$ cat src/rtl/tank_move_ctrl.sv
// Per-tank motion and life controller: sub-pixel stepping from a one-hot key vector,
// playfield clamping, single-step collision rollback, and a death/respawn/shield sequence.
module tank_move_ctrl #(
    parameter int INITIAL_X      = 280,
    parameter int INITIAL_Y      = 185,
    parameter int INITIAL_DIR    = 1,
    parameter int FRAC_BITS      = 6,
    parameter int SPEED          = 20,
    parameter int BOOST_SPEED    = 40,
    parameter int COORD_W        = 11,
    parameter int X_MIN          = 0,
    parameter int X_MAX          = 640,
    parameter int Y_MIN          = 0,
    parameter int Y_MAX          = 480,
    parameter int OBJ_SIZE       = 32,
    parameter int N_COLL         = 3,
    parameter int LIVES          = 3,
    parameter int RESPAWN_FRAMES = 60,
    parameter int SHIELD_FRAMES  = 90
) (
    input  logic                       clk,
    input  logic                       reset,
    input  logic                       startOfFrame,
    input  logic [3:0]                 inputKeyPressed,
    input  logic                       boost,
    input  logic [N_COLL-1:0]          collision,
    input  logic                       missileHit,
    output logic [COORD_W-1:0]         topLeftX,
    output logic [COORD_W-1:0]         topLeftY,
    output logic [1:0]                 tankDir,
    output logic                       alive,
    output logic                       visible,
    output logic                       shielded,
    output logic [$clog2(LIVES+1)-1:0] livesLeft,
    output logic                       gameOver
);

    localparam int W       = COORD_W + FRAC_BITS + 1;
    localparam int LW      = $clog2(LIVES + 1);
    localparam int CNT_MAX = (RESPAWN_FRAMES > SHIELD_FRAMES) ? RESPAWN_FRAMES : SHIELD_FRAMES;
    localparam int CW_RAW  = $clog2(CNT_MAX + 1);
    // The shield blink reads counter bit 2, so the counter is never narrower than 3 bits.
    localparam int CW      = (CW_RAW < 3) ? 3 : CW_RAW;

    typedef logic signed [W-1:0] coord_t;

    localparam coord_t ZERO_FP   = {W{1'b0}};
    localparam coord_t X_LO      = coord_t'(X_MIN * (2 ** FRAC_BITS));
    localparam coord_t X_HI      = coord_t'((X_MAX - OBJ_SIZE) * (2 ** FRAC_BITS));
    localparam coord_t Y_LO      = coord_t'(Y_MIN * (2 ** FRAC_BITS));
    localparam coord_t Y_HI      = coord_t'((Y_MAX - OBJ_SIZE) * (2 ** FRAC_BITS));
    localparam coord_t INIT_X_FP = coord_t'(INITIAL_X * (2 ** FRAC_BITS));
    localparam coord_t INIT_Y_FP = coord_t'(INITIAL_Y * (2 ** FRAC_BITS));
    localparam coord_t SPEED_FP  = coord_t'(SPEED);
    localparam coord_t BOOST_FP  = coord_t'(BOOST_SPEED);

    localparam logic [1:0]    INIT_DIR    = 2'(INITIAL_DIR);
    localparam logic [LW-1:0] LIVES_INIT  = LW'(LIVES);
    localparam logic [LW-1:0] LIVES_ONE   = LW'(1);
    localparam logic [CW-1:0] CNT_ZERO    = {CW{1'b0}};
    localparam logic [CW-1:0] CNT_ONE     = CW'(1);
    localparam logic [CW-1:0] RESPAWN_CNT = CW'(RESPAWN_FRAMES);
    localparam logic [CW-1:0] SHIELD_CNT  = CW'(SHIELD_FRAMES);

    typedef enum logic [1:0] {
        ST_ALIVE  = 2'd0,
        ST_SHIELD = 2'd1,
        ST_DEAD   = 2'd2,
        ST_OVER   = 2'd3
    } state_t;

    function automatic coord_t clamp(input coord_t v, input coord_t lo, input coord_t hi);
        if (v < lo) begin
            clamp = lo;
        end else if (v > hi) begin
            clamp = hi;
        end else begin
            clamp = v;
        end
    endfunction

    state_t        state_r, state_s;
    coord_t        x_r, x_s, y_r, y_s;
    coord_t        last_dx_r, last_dx_s, last_dy_r, last_dy_s;
    logic          rb_done_r, rb_done_s;
    logic [1:0]    dir_r, dir_s;
    logic [LW-1:0] lives_r, lives_s;
    logic [CW-1:0] cnt_r, cnt_s;

    coord_t        step_s, dx_s, dy_s, mv_x_s, mv_y_s;
    logic [1:0]    key_dir_s;

    // Candidate frame move: decode the key vector and clamp the stepped position.
    always_comb begin
        step_s    = boost ? BOOST_FP : SPEED_FP;
        dx_s      = ZERO_FP;
        dy_s      = ZERO_FP;
        key_dir_s = dir_r;
        case (inputKeyPressed)
            4'b0001: begin dy_s = step_s;  key_dir_s = 2'd2; end
            4'b0010: begin dy_s = -step_s; key_dir_s = 2'd0; end
            4'b0100: begin dx_s = -step_s; key_dir_s = 2'd3; end
            4'b1000: begin dx_s = step_s;  key_dir_s = 2'd1; end
            default: begin dx_s = ZERO_FP; dy_s = ZERO_FP; key_dir_s = dir_r; end
        endcase
        mv_x_s = clamp(x_r + dx_s, X_LO, X_HI);
        mv_y_s = clamp(y_r + dy_s, Y_LO, Y_HI);
    end

    // Next-state logic: missile hit beats rollback, rollback beats the frame step.
    always_comb begin
        state_s   = state_r;
        x_s       = x_r;
        y_s       = y_r;
        last_dx_s = last_dx_r;
        last_dy_s = last_dy_r;
        rb_done_s = rb_done_r;
        dir_s     = dir_r;
        lives_s   = lives_r;
        cnt_s     = cnt_r;
        case (state_r)
            ST_ALIVE, ST_SHIELD: begin
                if (missileHit && (state_r == ST_ALIVE)) begin
                    lives_s = lives_r - LIVES_ONE;
                    if (lives_r == LIVES_ONE) begin
                        state_s = ST_OVER;
                        cnt_s   = CNT_ZERO;
                    end else begin
                        state_s = ST_DEAD;
                        cnt_s   = RESPAWN_CNT;
                    end
                end else begin
                    if ((|collision) && !rb_done_r) begin
                        x_s       = x_r - last_dx_r;
                        y_s       = y_r - last_dy_r;
                        rb_done_s = 1'b1;
                    end else if (startOfFrame) begin
                        x_s       = mv_x_s;
                        y_s       = mv_y_s;
                        last_dx_s = mv_x_s - x_r;
                        last_dy_s = mv_y_s - y_r;
                        dir_s     = key_dir_s;
                        rb_done_s = 1'b0;
                    end else begin
                        rb_done_s = rb_done_r;
                    end
                    // The shield timer runs on frames even when a rollback pre-empts the move.
                    if (startOfFrame && (state_r == ST_SHIELD)) begin
                        if (cnt_r <= CNT_ONE) begin
                            state_s = ST_ALIVE;
                            cnt_s   = CNT_ZERO;
                        end else begin
                            cnt_s = cnt_r - CNT_ONE;
                        end
                    end else begin
                        cnt_s = cnt_r;
                    end
                end
            end
            ST_DEAD: begin
                if (startOfFrame) begin
                    if (cnt_r <= CNT_ONE) begin
                        state_s   = ST_SHIELD;
                        cnt_s     = SHIELD_CNT;
                        x_s       = INIT_X_FP;
                        y_s       = INIT_Y_FP;
                        dir_s     = INIT_DIR;
                        last_dx_s = ZERO_FP;
                        last_dy_s = ZERO_FP;
                    end else begin
                        cnt_s = cnt_r - CNT_ONE;
                    end
                end else begin
                    cnt_s = cnt_r;
                end
            end
            ST_OVER: begin
                state_s = ST_OVER;
            end
            default: begin
                state_s = ST_OVER;
            end
        endcase
    end

    // State and datapath registers with synchronous reset.
    always_ff @(posedge clk) begin
        if (reset) begin
            state_r   <= ST_ALIVE;
            x_r       <= INIT_X_FP;
            y_r       <= INIT_Y_FP;
            last_dx_r <= ZERO_FP;
            last_dy_r <= ZERO_FP;
            rb_done_r <= 1'b0;
            dir_r     <= INIT_DIR;
            lives_r   <= LIVES_INIT;
            cnt_r     <= CNT_ZERO;
        end else begin
            state_r   <= state_s;
            x_r       <= x_s;
            y_r       <= y_s;
            last_dx_r <= last_dx_s;
            last_dy_r <= last_dy_s;
            rb_done_r <= rb_done_s;
            dir_r     <= dir_s;
            lives_r   <= lives_s;
            cnt_r     <= cnt_s;
        end
    end

    assign topLeftX  = x_r[FRAC_BITS +: COORD_W];
    assign topLeftY  = y_r[FRAC_BITS +: COORD_W];
    assign tankDir   = dir_r;
    assign livesLeft = lives_r;
    assign alive     = (state_r == ST_ALIVE) || (state_r == ST_SHIELD);
    assign shielded  = (state_r == ST_SHIELD);
    assign gameOver  = (state_r == ST_OVER);
    assign visible   = (state_r == ST_ALIVE) || ((state_r == ST_SHIELD) && cnt_r[2]);

endmodule

$ cat config.mk
export PLATFORM = sky130hd
export DESIGN_NAME = tank_move_ctrl
export DESIGN_NICKNAME = d
export VERILOG_FILES = /design/src/rtl/tank_move_ctrl.sv
export SDC_FILE = /design/constraint.sdc
export NUM_CORES = 1
export LEC_CHECK = 0
export BUFFER_PORTS_ARGS = -buffer_cell sky130_fd_sc_hd__buf_2
export CAP_MARGIN = 20
export CORE_MARGIN = 1.5
export CORE_UTILIZATION = 34
export DETAILED_ROUTE_END_ITERATION = 8
export GPL_ROUTABILITY_DRIVEN = 0
export SKIP_LAST_GASP = 1
export SYNTH_ARGS = -nofsm -noshare
export SYNTH_HDL_FRONTEND = slang
export SYNTH_SLANG_ARGS = --single-unit
$ cat constraint.sdc
create_clock -name clk -period 9.6 [get_ports clk]
set_input_delay 1.44 -clock clk [delete_from_list [all_inputs] [get_ports clk]]
set_output_delay 1.44 -clock clk [all_outputs]
set_load 0.02 [all_outputs]
* After elaboration in Yosys (flattened, before gate mapping)
Index checks and enable logic that the tools add are counted.
** Cells by class
- Reductions and logical operators :: 19
- Bitwise operators :: 1
- $lt $le $gt $ge :: 5
- Equality and inequality tests :: 17
- Multiplexer cells :: 50
- Add/subtract/negate cells :: 9
** Operators by type and width (count)
- 18-bit 2-to-1 mux :: 22
- 18-bit case mux with 2 select lines :: 6
- 18-bit subtractor :: 4
- 18-bit adder :: 2
- 18-bit by 1-bit less-than comparator with 1-bit output, second input constant :: 2
- 7-bit 2-to-1 mux :: 5
- 18-bit by 16-bit greater-than comparator with 1-bit output, second input constant :: 1
- 18-bit by 17-bit greater-than comparator with 1-bit output, second input constant :: 1
- 6-bit negator with 18-bit output :: 1
- 2-bit 2-to-1 mux :: 8
- 7-bit case mux with 2 select lines :: 1
- 6-bit 2-to-1 mux :: 2
- 2-bit inequality test, second input constant :: 5
- 3-bit inequality test, second input constant :: 3
- 2-bit case mux with 4 select lines :: 1
- 7-bit by 1-bit less-or-equal comparator with 1-bit output, second input constant :: 1
- 7-bit AND reduction :: 1
- 7-bit by 1-bit subtractor with 7-bit output, second input constant :: 1
- 2-bit case mux with 3 select lines :: 1
- 3-bit AND reduction :: 2
- 6-bit AND reduction :: 1
- 5-bit by 1-bit inequality test with 1-bit output, second input constant :: 1
- 5-bit AND reduction :: 1
- 2-bit by 1-bit == test with 1-bit output, second input constant :: 2
- 18 further kinds :: 26
** Word-level totals
- Register bits after elaboration :: 86
- Input bits :: 12
- Logic and storage cells :: 110

* Logic depth before layout (Yosys ltp)
- Depth in word-level cells :: 12
- Depth in mapped cells :: 28

* Least setup slack after synthesis
No wires, ideal clock.
- Kind :: input to register
- Start point :: in inputKeyPressed[0]
- End point :: reg last_dx_r[14]
- Slack :: 2.333 ns
- Library setup time :: 0.117 ns
- Stages on the path :: 23
- Arrival :: 7.150 ns
- Path buffers :: 1
- Path through :: clkbuf_2 nor3_1 ha_1 and3_1 and3_1 a211oi_4 xnor2_1 a2bb2oi_1 o22a_1 o211a_2 o21bai_4 or2_1 ha_1 inv_1 fa_1 a21o_1 a21o_1 a21bo_2 a41o_1 o22a_1 a21o_1 a211o_1 a32o_1
** On the way
- Word-level cells in the longest chain between the ends :: 11
- Elaborated cells on any way between the ends :: 13
- Those cells by class :: add/sub (2); order compare (2); eq/ne (2); mux (7)
** Ends and longest elaborated chain
- start: declaration :: RTL line 24 : input logic [3:0] inputKeyPressed,
- 4-bit == test or 4-bit by 3-bit == test with 1-bit output (tied branches) :: RTL line 99 : case (inputKeyPressed)
- 18-bit case mux with 2 select lines (*) :: RTL line 99
- 18-bit adder (*) :: RTL line 106 : mv_x_s = clamp(x_r + dx_s, X_LO, X_HI);
- 18-bit by 17-bit greater-than comparator with 1-bit output :: RTL line 75 : end else if (v > hi) begin
- 18-bit 2-to-1 mux :: RTL line 75
- 18-bit 2-to-1 mux (*) :: RTL line 73 : if (v < lo) begin
- 18-bit subtractor (*) :: RTL line 140 : last_dx_s = mv_x_s - x_r;
- 18-bit 2-to-1 mux (*) :: RTL line 137 : end else if (startOfFrame) begin
- 18-bit 2-to-1 mux (*) :: RTL line 133 : if ((|collision) && !rb_done_r) begin
- 18-bit 2-to-1 mux (*) :: RTL line 123 : if (missileHit && (state_r == ST_ALIVE)) begin
- 18-bit case mux with 2 select lines (*) :: RTL line 121 : case (state_r)
- end signal: assignment :: RTL line 202 : last_dx_r <= last_dx_s;
- end: declaration :: RTL line 84 : coord_t last_dx_r, last_dx_s, last_dy_r, last_dy_s;
Mark *: on every way between the ends. The rest lies on a longest branch, timed or not. The select of a mux whose other input is x is not followed.
A chain may end at the register's enable or synchronous reset.

* Worst setup path in the final report
- Start point :: in inputKeyPressed[1]
- End point :: reg last_dy_r[16]
** On the way
- Word-level cells in the longest chain between the ends :: 11
- Elaborated cells on any way between the ends :: 13
- Those cells by class :: add/sub (2); order compare (2); eq/ne (2); mux (7)
** Ends and longest elaborated chain
- 4-bit by 2-bit == test with 1-bit output or 4-bit by 1-bit == test with 1-bit output (tied branches) :: RTL line 99
- 18-bit case mux with 2 select lines (*) :: RTL line 99
- 18-bit adder (*) :: RTL line 107 : mv_y_s = clamp(y_r + dy_s, Y_LO, Y_HI);
- 18-bit by 16-bit greater-than comparator with 1-bit output :: RTL line 75
- 18-bit 2-to-1 mux :: RTL line 75
- 18-bit 2-to-1 mux (*) :: RTL line 73
- 18-bit subtractor (*) :: RTL line 141 : last_dy_s = mv_y_s - y_r;
- 18-bit 2-to-1 mux (*) :: RTL line 137
- 18-bit 2-to-1 mux (*) :: RTL line 133
- 18-bit 2-to-1 mux (*) :: RTL line 123
- 18-bit case mux with 2 select lines (*) :: RTL line 121
- end signal: assignment :: RTL line 203 : last_dy_r <= last_dy_s;
- end: declaration :: RTL line 84
Marked as above.

==> results.json <==
{
  "vias": 8194,
  "power_leakage_nw": 3.906,
  "fin_skew_ns": 0.009521,
  "drv_cap": 0,
  "cts_max_path_buffers": 2,
  "hold_path.class": "reg2reg",
  "grt_antenna_before_repair": 0,
  "die_area_mm2": 0.02706,
  "cts-root-buf": "clkbuf_16",
  "syn-cell-area_mm2": 0.008869,
  "synth_top_area_share_pct": 19.41,
  "drcViolationCount": 0,
  "wirelength_mm": 25.35,
  "layout_setup_ws_ns": 2.108,
  "hpwl_mm": 19.15,
  "drt_first_iter_violations": 641,
  "max_freq_mhz": 133.5,
  "synth_ff_type": "dfxtp_1",
  "grt_pass1_wl_mm": 40.67,
  "synth.area.top_cells": "dfxtp_1 (19%), ha_1 (14%), nor2_1 (5.7%), xnor2_1 (5.3%), a21oi_1 (5.0%)",
  "cts_sinks": 86,
  "fin_nets": 1278,
  "synth.avg_cell_area_um2": 7.705,
  "areaGrowthSynthToFinish_pct": 7.590,
  "cts_tree": "built",
  "antennaDiodeCount": 0,
  "grt_max_degree": 73,
  "crit_path_end_kind": "flip-flop",
  "tightest_slew_ns": 1.227,
  "die_y_um": 164.5,
  "post-route-min-period_ns": 7.492,
  "final_common_cell": "nor2_1",
  "power_density_mw_per_mm2": 346.3,
  "yosys.area.top_type": "dfxtp_1",
  "critical_path_required_ns": 9.83,
  "hold_buffers": 0,
  "core_area_mm2": 0.02540,
  "yosysUniqueCellTypes": 89,
  "clk_pin_slew_worst_paths_ns": 0.07,
  "grt.met1_usage_pct": 28.02,
  "outcome": "complete, no violations",
  "min_period_over_period_pct": 78.04,
  "finalHoldViolCount": 0,
  "overflow": 0,
  "detail-route-antenna-nets": 0,
  "drv_slew": 0,
  "synth-edff-count": 0,
  "rsz0062_at_grt": "no",
  "placementRows": 58,
  "wl_per_cell_um": 16.97,
  "synth_cells": 1151,
  "htree_num_levels": 3,
  "synthArstFlopShare_pct": 0,
  "grt_use_met3_pct": 2.662,
  "initial_utilization_pct": 34.92,
  "cts_resized": 0,
  "grt_pass1_vias": 7685,
  "setup_violations": 0,
  "ir_drop_uv": 187.3,
  "arrival_ns": 7.72,
  "crit_fanout": 23,
  "fin_tns_setup_ns": 0,
  "finalCoreUtilization_pct": 37.57,
  "track_usage_pct": 19.06,
  "clk_latency_ns": 0.36,
  "cts_made_buffers": 9,
  "yosys_warnings": 0,
  "dp_slack_ns": 1.786,
  "die_w_um": 164.5,
  "io_buffers": 41,
  "critical_path_class": "in2reg",
  "drt-pass1-iter-count": 5,
  "ys_seq_elements": 86,
  "cts_setup_buffers": 0,
  "via_per_inst": 5.485,
  "slew_headroom_pct": 18.22,
  "top_usage_layer": "met2",
  "startpoint_type": "input port",
  "io_pins": 42,
  "drive_gt1_share_pct": 9.364,
  "met2_usage_pct": 29.59,
  "final_cell_mix": "nor2_1 (133), inv_1 (102), ha_1 (101), a21oi_1 (89), dfxtp_1 (86)",
  "ys_seq_area_share_pct": 19.41
}
## worst max-delay path, cell delays in order
cell and delay [ns]:
buf_2 0.14, and2b_1 0.24, nand2_1 0.08, a21boi_0 0.45
inv_1 0.13, fa_1 0.48, nor2b_1 0.27, o31ai_2 0.12
a211o_1 0.31, o21ai_1 0.24, xor2_1 0.24, o41ai_2 0.16
o311ai_4 0.31, buf_4 0.33, or2_2 0.16, ha_1 0.15
inv_1 0.05, fa_1 0.39, a21oi_1 0.21, o221ai_1 0.18
nand3_1 0.12, o21ai_0 0.15, o41ai_1 0.60, o2111ai_1 0.26
a21oi_1 0.22, xor2_1 0.18, o21ai_0 0.09
## Yosys cell counts (9+ instances only)
| library cell | count |
|---|---|
| o21a_1 | 19 |
| buf_4 | 22 |
| a22oi_1 | 39 |
| dfxtp_1 | 86 |
| or3_1 | 15 |
| nand2_1 | 52 |
| xnor2_1 | 54 |
| ha_1 | 101 |
| o21ai_1 | 9 |
| o21ai_0 | 55 |
| and2_1 | 9 |
| a211o_1 | 9 |
| nor3_1 | 37 |
| nor2_1 | 134 |
| a211oi_1 | 17 |
| xor2_1 | 28 |
| a21o_1 | 22 |
| nand3_1 | 18 |
| inv_1 | 102 |
| clkbuf_1 | 27 |
| and3_1 | 11 |
| nor2b_1 | 16 |
| nand2b_1 | 15 |
| a21oi_1 | 89 |
## sequential cells by signal (all words and copies together), names as in the netlist
signal and flops:
last_dy_r 18, tankDir 2, last_dx_r 18, rb_done_r 1, y_r 18, x_r 18, state_r 2, livesLeft 2
cnt_r 7
## stage by stage
step                      cells  hold WS, ns  instance area [um2]  power [W]
after floorplan            1153       0.4250                 8876   0.002469
after global placement     1478       0.4388                 9266   0.002910
after detailed placement   1478       0.4441                 9266   0.002927
after CTS                  1494       0.4600                 9542   0.003289
after global routing       1494       0.4746                 9542   0.003612
final                      1494       0.4570                 9542   0.003305
## final timing paths
check                          start            end  cells past startpoint  slack [ns]
hold reg to reg        last_dy_r[11]  last_dy_r[11]                      2        0.46
hold / removal         last_dy_r[11]  last_dy_r[11]                      2        0.46
setup reg to reg              y_r[2]  last_dy_r[16]                     24        3.57
setup / recovery  inputKeyPressed[1]  last_dy_r[16]                     27        2.11
## area by class of cell
| type | instances | area, um2 |
|---|---|---|
| clock buffers | 10 | 229.0 |
| repair buffers | 49 | 265.3 |
| fillers | 2696 | 15860 |
| multi-input cells | 910 | 6480 |
| flip-flops and latches | 86 | 1722 |
| inverters | 103 | 386.6 |
| clock inverters | 6 | 46.29 |
| well taps | 330 | 412.9 |
## cells by family after synthesis
family | after synthesis | share of synthesized area [%]
AOI/OAI and AO/OA | 365 | 29.16
and+or+nand+nor | 346 | 18.96
buffers and inverters | 157 | 7.788
adders and majority gates | 107 | 15.60
DFF | 86 | 19.41
xor gates and xnor gates | 84 | 8.465
muxes | 5 | 0.5644
other | 1 | 0.04228
## power by group
group	switching, W	internal [W]
Combinational	0.00140	0.00102
Clock	0.000166	0.000178
Sequential	0.000101	0.000443
Total	0.00167	0.00164
## layer usage
layer	wire length [um]	vias up
li1	-	4141
met1	13120	3850
met2	10910	182
met3	1048	21
met4	280	0
met5	0	-
Note: power is estimated with default switching activity, not from simulation.
